$ cat config.mk
export PLATFORM = sky130hd
export DESIGN_NAME = stopwatch_ctrl
export DESIGN_NICKNAME = d
export VERILOG_FILES = /design/src/rtl/stopwatch_ctrl.sv
export SDC_FILE = /design/constraint.sdc
export NUM_CORES = 1
export LEC_CHECK = 0
export CORE_MARGIN = 2
export CORE_UTILIZATION = 43
export CTS_BUF_LIST = sky130_fd_sc_hd__clkbuf_2
export DETAILED_ROUTE_END_ITERATION = 8
export PLACE_DENSITY = 0.85
export SLEW_MARGIN = 40
export SYNTH_ARGS = -nofsm -noshare
export SYNTH_HDL_FRONTEND = slang
export SYNTH_SLANG_ARGS = --single-unit
export TNS_END_PERCENT = 50
$ cat constraint.sdc
create_clock -name clk -period 2 [get_ports clk]
set_clock_uncertainty 0.15 [all_clocks]
set_input_delay 0.2 -clock clk [delete_from_list [all_inputs] [get_ports clk]]
set_output_delay 0.2 -clock clk [all_outputs]
set_load 0.05 [all_outputs]
$ cat src/rtl/stopwatch_ctrl.sv
// Stopwatch sequencing controller: start/pause/clear/lap handling on top of an
// external BCD min:sec counter chain, with a terminal count of LIMIT_MIN:59.
//
// state    | meaning
// ---------+------------------------------------------------
// ST_IDLE  | stopped, count cleared or awaiting first start
// ST_RUN   | counting on tick
// ST_PAUSE | count frozen, resumable
// ST_DONE  | terminal count reached, only clear is accepted
module stopwatch_ctrl #(
    parameter int unsigned LIMIT_MIN = 59
) (
    input  logic       clk,
    input  logic       reset,
    input  logic       tick,
    input  logic       btnStart,
    input  logic       btnLap,
    input  logic       btnClear,
    input  logic [3:0] secUnits,
    input  logic [2:0] secTens,
    input  logic [3:0] minUnits,
    input  logic [2:0] minTens,
    output logic       cntEn,
    output logic       cntClr,
    output logic [3:0] dispSecUnits,
    output logic [2:0] dispSecTens,
    output logic [3:0] dispMinUnits,
    output logic [2:0] dispMinTens,
    output logic       lapActive,
    output logic [1:0] state,
    output logic       done
);

    localparam logic [2:0] LIM_TENS  = 3'(LIMIT_MIN / 10);
    localparam logic [3:0] LIM_UNITS = 4'(LIMIT_MIN % 10);

    typedef enum logic [1:0] {
        ST_IDLE  = 2'b00,
        ST_RUN   = 2'b01,
        ST_PAUSE = 2'b10,
        ST_DONE  = 2'b11
    } state_t;

    state_t      cur_state;
    state_t      nxt_state;
    logic        start_q;
    logic        lap_btn_q;
    logic        clr_q;
    logic        start_edge;
    logic        lap_edge;
    logic        clr_edge;
    logic        at_limit;
    logic        clr_accept;
    logic        lap_toggle;
    logic [13:0] live_digits;
    logic [13:0] lap_q;

    assign start_edge  = btnStart & ~start_q;
    assign lap_edge    = btnLap   & ~lap_btn_q;
    assign clr_edge    = btnClear & ~clr_q;
    assign live_digits = {minTens, minUnits, secTens, secUnits};
    assign at_limit    = (minTens == LIM_TENS) && (minUnits == LIM_UNITS) &&
                         (secTens == 3'd5) && (secUnits == 4'd9);

    always_ff @(posedge clk or posedge reset) begin
        if (reset) begin
            start_q   <= 1'b0;
            lap_btn_q <= 1'b0;
            clr_q     <= 1'b0;
        end else begin
            start_q   <= btnStart;
            lap_btn_q <= btnLap;
            clr_q     <= btnClear;
        end
    end

    always_ff @(posedge clk or posedge reset) begin
        if (reset) begin
            cur_state <= ST_IDLE;
        end else begin
            cur_state <= nxt_state;
        end
    end

    // Higher-priority events consume the cycle; losing edges are dropped.
    always_comb begin
        nxt_state = cur_state;
        case (cur_state)
            ST_IDLE: begin
                if (!clr_edge && start_edge) nxt_state = ST_RUN;
            end
            ST_RUN: begin
                if (at_limit)        nxt_state = ST_DONE;
                else if (start_edge) nxt_state = ST_PAUSE;
            end
            ST_PAUSE: begin
                if (clr_edge)        nxt_state = ST_IDLE;
                else if (start_edge) nxt_state = ST_RUN;
            end
            ST_DONE: begin
                if (clr_edge) nxt_state = ST_IDLE;
            end
            default: nxt_state = ST_IDLE;
        endcase
    end

    always_comb begin
        clr_accept = 1'b0;
        lap_toggle = 1'b0;
        cntEn      = 1'b0;
        done       = 1'b0;
        case (cur_state)
            ST_IDLE: begin
                clr_accept = clr_edge;
            end
            ST_RUN: begin
                cntEn      = tick & ~at_limit;
                lap_toggle = lap_edge & ~at_limit & ~start_edge;
            end
            ST_PAUSE: begin
                clr_accept = clr_edge;
                lap_toggle = lap_edge & ~clr_edge & ~start_edge;
            end
            ST_DONE: begin
                clr_accept = clr_edge;
                done       = 1'b1;
            end
            default: ;
        endcase
    end

    always_ff @(posedge clk or posedge reset) begin
        if (reset) begin
            cntClr    <= 1'b0;
            lapActive <= 1'b0;
            lap_q     <= '0;
        end else begin
            cntClr <= clr_accept;
            if (clr_accept) begin
                lapActive <= 1'b0;
            end else if (lap_toggle) begin
                lapActive <= ~lapActive;
                if (!lapActive) lap_q <= live_digits;
            end
        end
    end

    assign state = cur_state;
    assign {dispMinTens, dispMinUnits, dispSecTens, dispSecUnits} =
        lapActive ? lap_q : live_digits;

endmodule

# Yosys cells after proc, flatten, opt, wreduce, memory -nomap -nowiden
# Index checks and enable logic that the tools add are counted.
dict set report classes {
  addsub 0
  mul 0
  div 0
  order_cmp 0
  eq_ne 11
  shifts 0
  mux 14
  bitwise_logic 16
  reduce_logical 10
}
# operator n
set op_table {}
lappend op_table {{2-to-1 mux 14 bit} 1}
lappend op_table {{2-to-1 mux 2 bit} 6}
lappend op_table {{bitwise AND 1 bit} 8}
lappend op_table {{== test 4 bit (second input constant)} 2}
lappend op_table {{inverter 1 bit} 8}
lappend op_table {{one-hot mux 2 bit (4 select lines)} 1}
lappend op_table {{== test 3 bit (second input constant)} 2}
lappend op_table {{inequality test 3 bit (second input constant)} 2}
lappend op_table {{2-to-1 mux 1 bit} 5}
lappend op_table {{== test 2 bit (second input constant)} 2}
lappend op_table {{logical AND 1 bit} 4}
lappend op_table {{inequality test 2 bit (second input constant)} 2}
lappend op_table {{AND reduction 4 bit} 1}
lappend op_table {{OR reduction 3 bit} 1}
lappend op_table {{== test 2 x 1 -> 1 bit (second input constant)} 1}
lappend op_table {{zero test 2 bit} 1}
lappend op_table {{one-hot mux 1 bit (2 select lines)} 1}
lappend op_table {{AND reduction 2 bit} 1}
lappend op_table {{nonzero test 2 bit} 1}
lappend op_table {{zero test 1 bit} 1}
dict set report totals {
  regBits 21
  latchBits 0
  ram_bits 0
  romBits 0
  output_inout_bits 20
  wordCells 58
  mem_count 0
}

# Logic depth before layout (Yosys ltp)
dict set report logic_depth {
  depth_word 10
  depth_mapped 7
  ltp_nobuf 6
}

# Worst setup path before layout
# No wires, ideal clock.
dict set report synth_timing {
  path_type {flip-flop to flip-flop}
  startpoint {reg cur_state[0], in the netlist state[0]}
  endpoint {reg lap_q[0]}
  arrival_ns 2.198
  slack_ns -0.473
  path_stages_with_launch 8
  path_buffers 1
  synth_period_minus_slack_ns 2.473
  cell_sequence {dfrtp_1 > inv_1 > ha_1 > and3b_1 > nand2_1 > o41a_4 > buf_12 > mux2_4}
}
dict set report synth_via {
  elab_chain_len 5
}
# item line
set synth_rtl {}
lappend synth_rtl {{start: declaration} 44} ;# state_t cur_state;
lappend synth_rtl {{start signal: assignment} 81} ;# cur_state <= nxt_state;
lappend synth_rtl {{== test 2 bit / zero test 2 bit (equally long branches)} 112} ;# case (cur_state)
lappend synth_rtl {{OR reduction 3 bit (no line)} -}
lappend synth_rtl {{2-to-1 mux 1 bit} 112}
lappend synth_rtl {{inverter 1 bit (no line)} -}
lappend synth_rtl {{AND reduction 2 bit (no line) (*)} -}
lappend synth_rtl {{end signal: assignment} 143} ;# if (!lapActive) lap_q <= live_digits;
lappend synth_rtl {{end: declaration} 56} ;# logic [13:0] lap_q;
# Every way passes the cells marked *; elsewhere a longest branch is shown, timed or not.
# A chain may end at the register's enable or synchronous reset.

# Worst setup path in the final report
dict set report layout_timing {
  startpoint {reg cur_state[1], in the netlist state[1]}
  endpoint {reg lap_q[13]}
}
# The elaborated chain is that of the path after synthesis.

==> metrics.md <==
| Metric | Value |
|---|---|
| Outcome | `finished, violations left` |
| Violated checks | `negative setup slack` |
| CP Launch Point | `state[1]$_DFFE_PP0P_` |
| Drt first pass iters | `4` |
| Worst-Margin Slew | `0.648 ns` |
| Global-route wire length before repair | `4.71 mm` |
| Rel. slew slack | `56.8%` |
| Initial antenna violation count | `0` |
| Power Total | `2770 uW` |
| Die X | `57.5 um` |
| Mapped Nets | `122` |
| Synth area leader | `dfrtp_1` |
| Syn Inst Count | `97` |
| Flop2flop setup slack | `-0.03 ns` |
| WP data required | `2.07 ns` |
| Post-route clock period utilization | `101%` |
| Critical path class | `flop to flop` |
| Detailed placement HPWL | `2.06 mm` |
| Post-synth EDFFs | `0` |
| #FFs+latches synth | `21` |
| Vias per cell | `5.27` |
| Mapped Avg Cell Area | `12.7 sq um` |
| CTS tree | `built` |
| CP startpoint kind | `flop` |
| DRT Wirelength | `2.92 mm` |
| Setup TNS | `-0.203 ns` |
| Pwr per Cell Area | `1520 mW/mm^2` |
| Die H | `57.5 um` |
| Crit path DAT | `2.09 ns` |
| Vias in the first global route | `1003` |
| Final slew viol count | `0` |
| Root Buffer | `clkbuf_2` |
| Final Critical Period | `2.03 ns` |
| Initial Utilization | `45.1%` |
| Most instantiated cells after synthesis | `dfrtp_1, mux2_2, mux2_4` |
| Clk Latency, worst-skew pair | `0.31 ns` |
| Layout cell share with drive strength beyond 1 | `53.6%` |
| Post-route ant nets | `0` |
| Leakage | `0.000872 uW` |
| Cts bufs inserted | `3` |
| GPL Wtd Cong | `0.766` |
| Seq/Total Area, Yosys | `42.6%` |
| Area grow syn2layout | `47.5%` |
| Final Hold Viols | `0` |
| Ys flop type | `dfrtp_1` |
| Antenna Cells | `0` |
| Worst-path clk slew | `0.20 ns` |
| CORE AREA | `0.00273 sq mm` |
| Reg2reg path depth | `6` |
| H-tree levels | `1` |
| DP Worst Slack | `-0.547 ns` |
| Maximum clock rate | `0.493 GHz` |
| Area contributors post-synth | `dfrtp_1, mux2_2, mux2_4` |
| CP Capture Type | `flop` |
| Die area | `0.00331 sq mm` |
| Nets@finish | `179` |
| Count leader, synth | `dfrtp_1` |
| FFs w/ async S/R, synth | `100%` |
| # port buffers | `39` |
| Yosys top cell area share | `42.6%` |
| Final setup vio count | `13` |
| Largest net degree at the start of global routing | `19` |
| Vias | `970` |
| Drt drc | `0` |
| 1st-iter DRT viols | `21` |
| Synth warnings | `0` |
| Row cnt | `19` |
| Mapped cell area | `0.00123 sq mm` |
| Clock Sinks | `21` |
| Crit Reg-Reg Endpoint | `lap_q[13]$_DFFE_PP0P_` |
| Grt total ovfl | `0` |
| Wirelength per Cell | `15.9 um` |
| Clock buffer depth | `2` |
| Maxcap violations | `0` |
| Post-synth cell types | `26` |
| CP Max Fanout | `7` |
| Total track usage | `18.3%` |
| Final setup margin | `-0.0272 ns` |
| Critical R2R Launch | `state[1]$_DFFE_PP0P_` |
| Unrepaired setup endpoints after global routing | `yes` |
| Min-Delay Path Class | `primary input to async pin` |
| # IOs | `40` |
| Peak supply drop | `0.990 mV` |
state kept, by name (all words and copies together), names as in the netlist:
register	flops
lap_q	14
state	2
clr_q	1
cntClr	1
lapActive	1
lap_btn_q	1
start_q	1
area by class of cell:
class,instances,area [sq um]
fill,229,916
multi-input combinational,69,742
sequential,21,529
timing repair buffer,55,473
tap,31,38.8
clock buffer,4,20.0
inverter,4,15.0
repair_timing:
item                       in CTS  in global routing
resized for setup              10                  8
gates cloned                    1                  0
pin swaps                       1                  2
hold buffers                    0                  0
buffers inserted                4                  0
setup endpoints to repair      16                 19
cell usage in the layout (no fill, tap or decap), types with 2 or more instances in the layout:
cell type	count
o21ai_0	2
dfrtp_1	18
ha_4	2
nand2b_1	4
buf_4	32
o22ai_1	2
inv_1	2
dfrtp_2	3
dlygate4sd2_1	3
inv_2	2
clkbuf_2	4
mux2_2	16
ha_1	2
dlymetal6s2s_1	2
nor2_1	4
nand4b_1	2
o41a_4	2
clkdlybuf4s50_1	17
nand2_1	4
mux2_4	12
power breakdown:
group / leakage (uW) / internal (uW) / switching [uW]
clock: 0.0000166 / 53.0 / 126
combinational: 0.000602 / 849 / 998
sequential: 0.000253 / 601 / 144
total: 0.000872 / 1500 / 1270
cells by family after synthesis:
kind of cell / share of synthesized area [%]
AO/OA/AOI/OAI: 7.72
adder cells (fa/ha/maj): 5.08
buffers and inverters: 3.76
flip-flops: 42.6
multiplexers: 28.6
AND/OR/NAND/NOR: 12.2
metal layers:
layer	track usage, %	routed length, um	share of wire (%)
met2	32.0	1540	53
met4	3.99	0	0
met1	24.2	1260	43
met3	2.49	126	4.3
met5	0	0	0
stage by stage:
step / instance area (sq um) / std cells / utilization [%] / hold slack [ns]
2_1_floorplan: 1240 / 97 / - / 0.0263
3_3_place_gp: 1680 / 175 / 61.6 / 0.333
3_5_place_dp: 1680 / 175 / 61.6 / 0.343
4_1_cts: 1780 / 184 / 65.2 / 0.108
5_1_grt: 1820 / 184 / 66.5 / 0.124
6_report: 1820 / 184 / 66.5 / 0.0909
worst max-delay path, stage by stage (launching register included):
cell,delay [ns]
dfrtp_2,0.41
inv_2,0.06
ha_4,0.25
and3b_1,0.20
nand2_2,0.11
o41a_4,0.45
mux2_4,0.32
worst max-delay path by stage:
stage                                 end  cells after the start
finish              lap_q[13]$_DFFE_PP0P_                      6
global route        lap_q[13]$_DFFE_PP0P_                      6
CTS                  lap_q[6]$_DFFE_PP0P_                      6
detailed placement   lap_q[8]$_DFFE_PP0P_                      5
global placement     lap_q[8]$_DFFE_PP0P_                      5
floorplan            lap_q[0]$_DFFE_PP0P_                      7
Power figures use the tool's default switching activity.
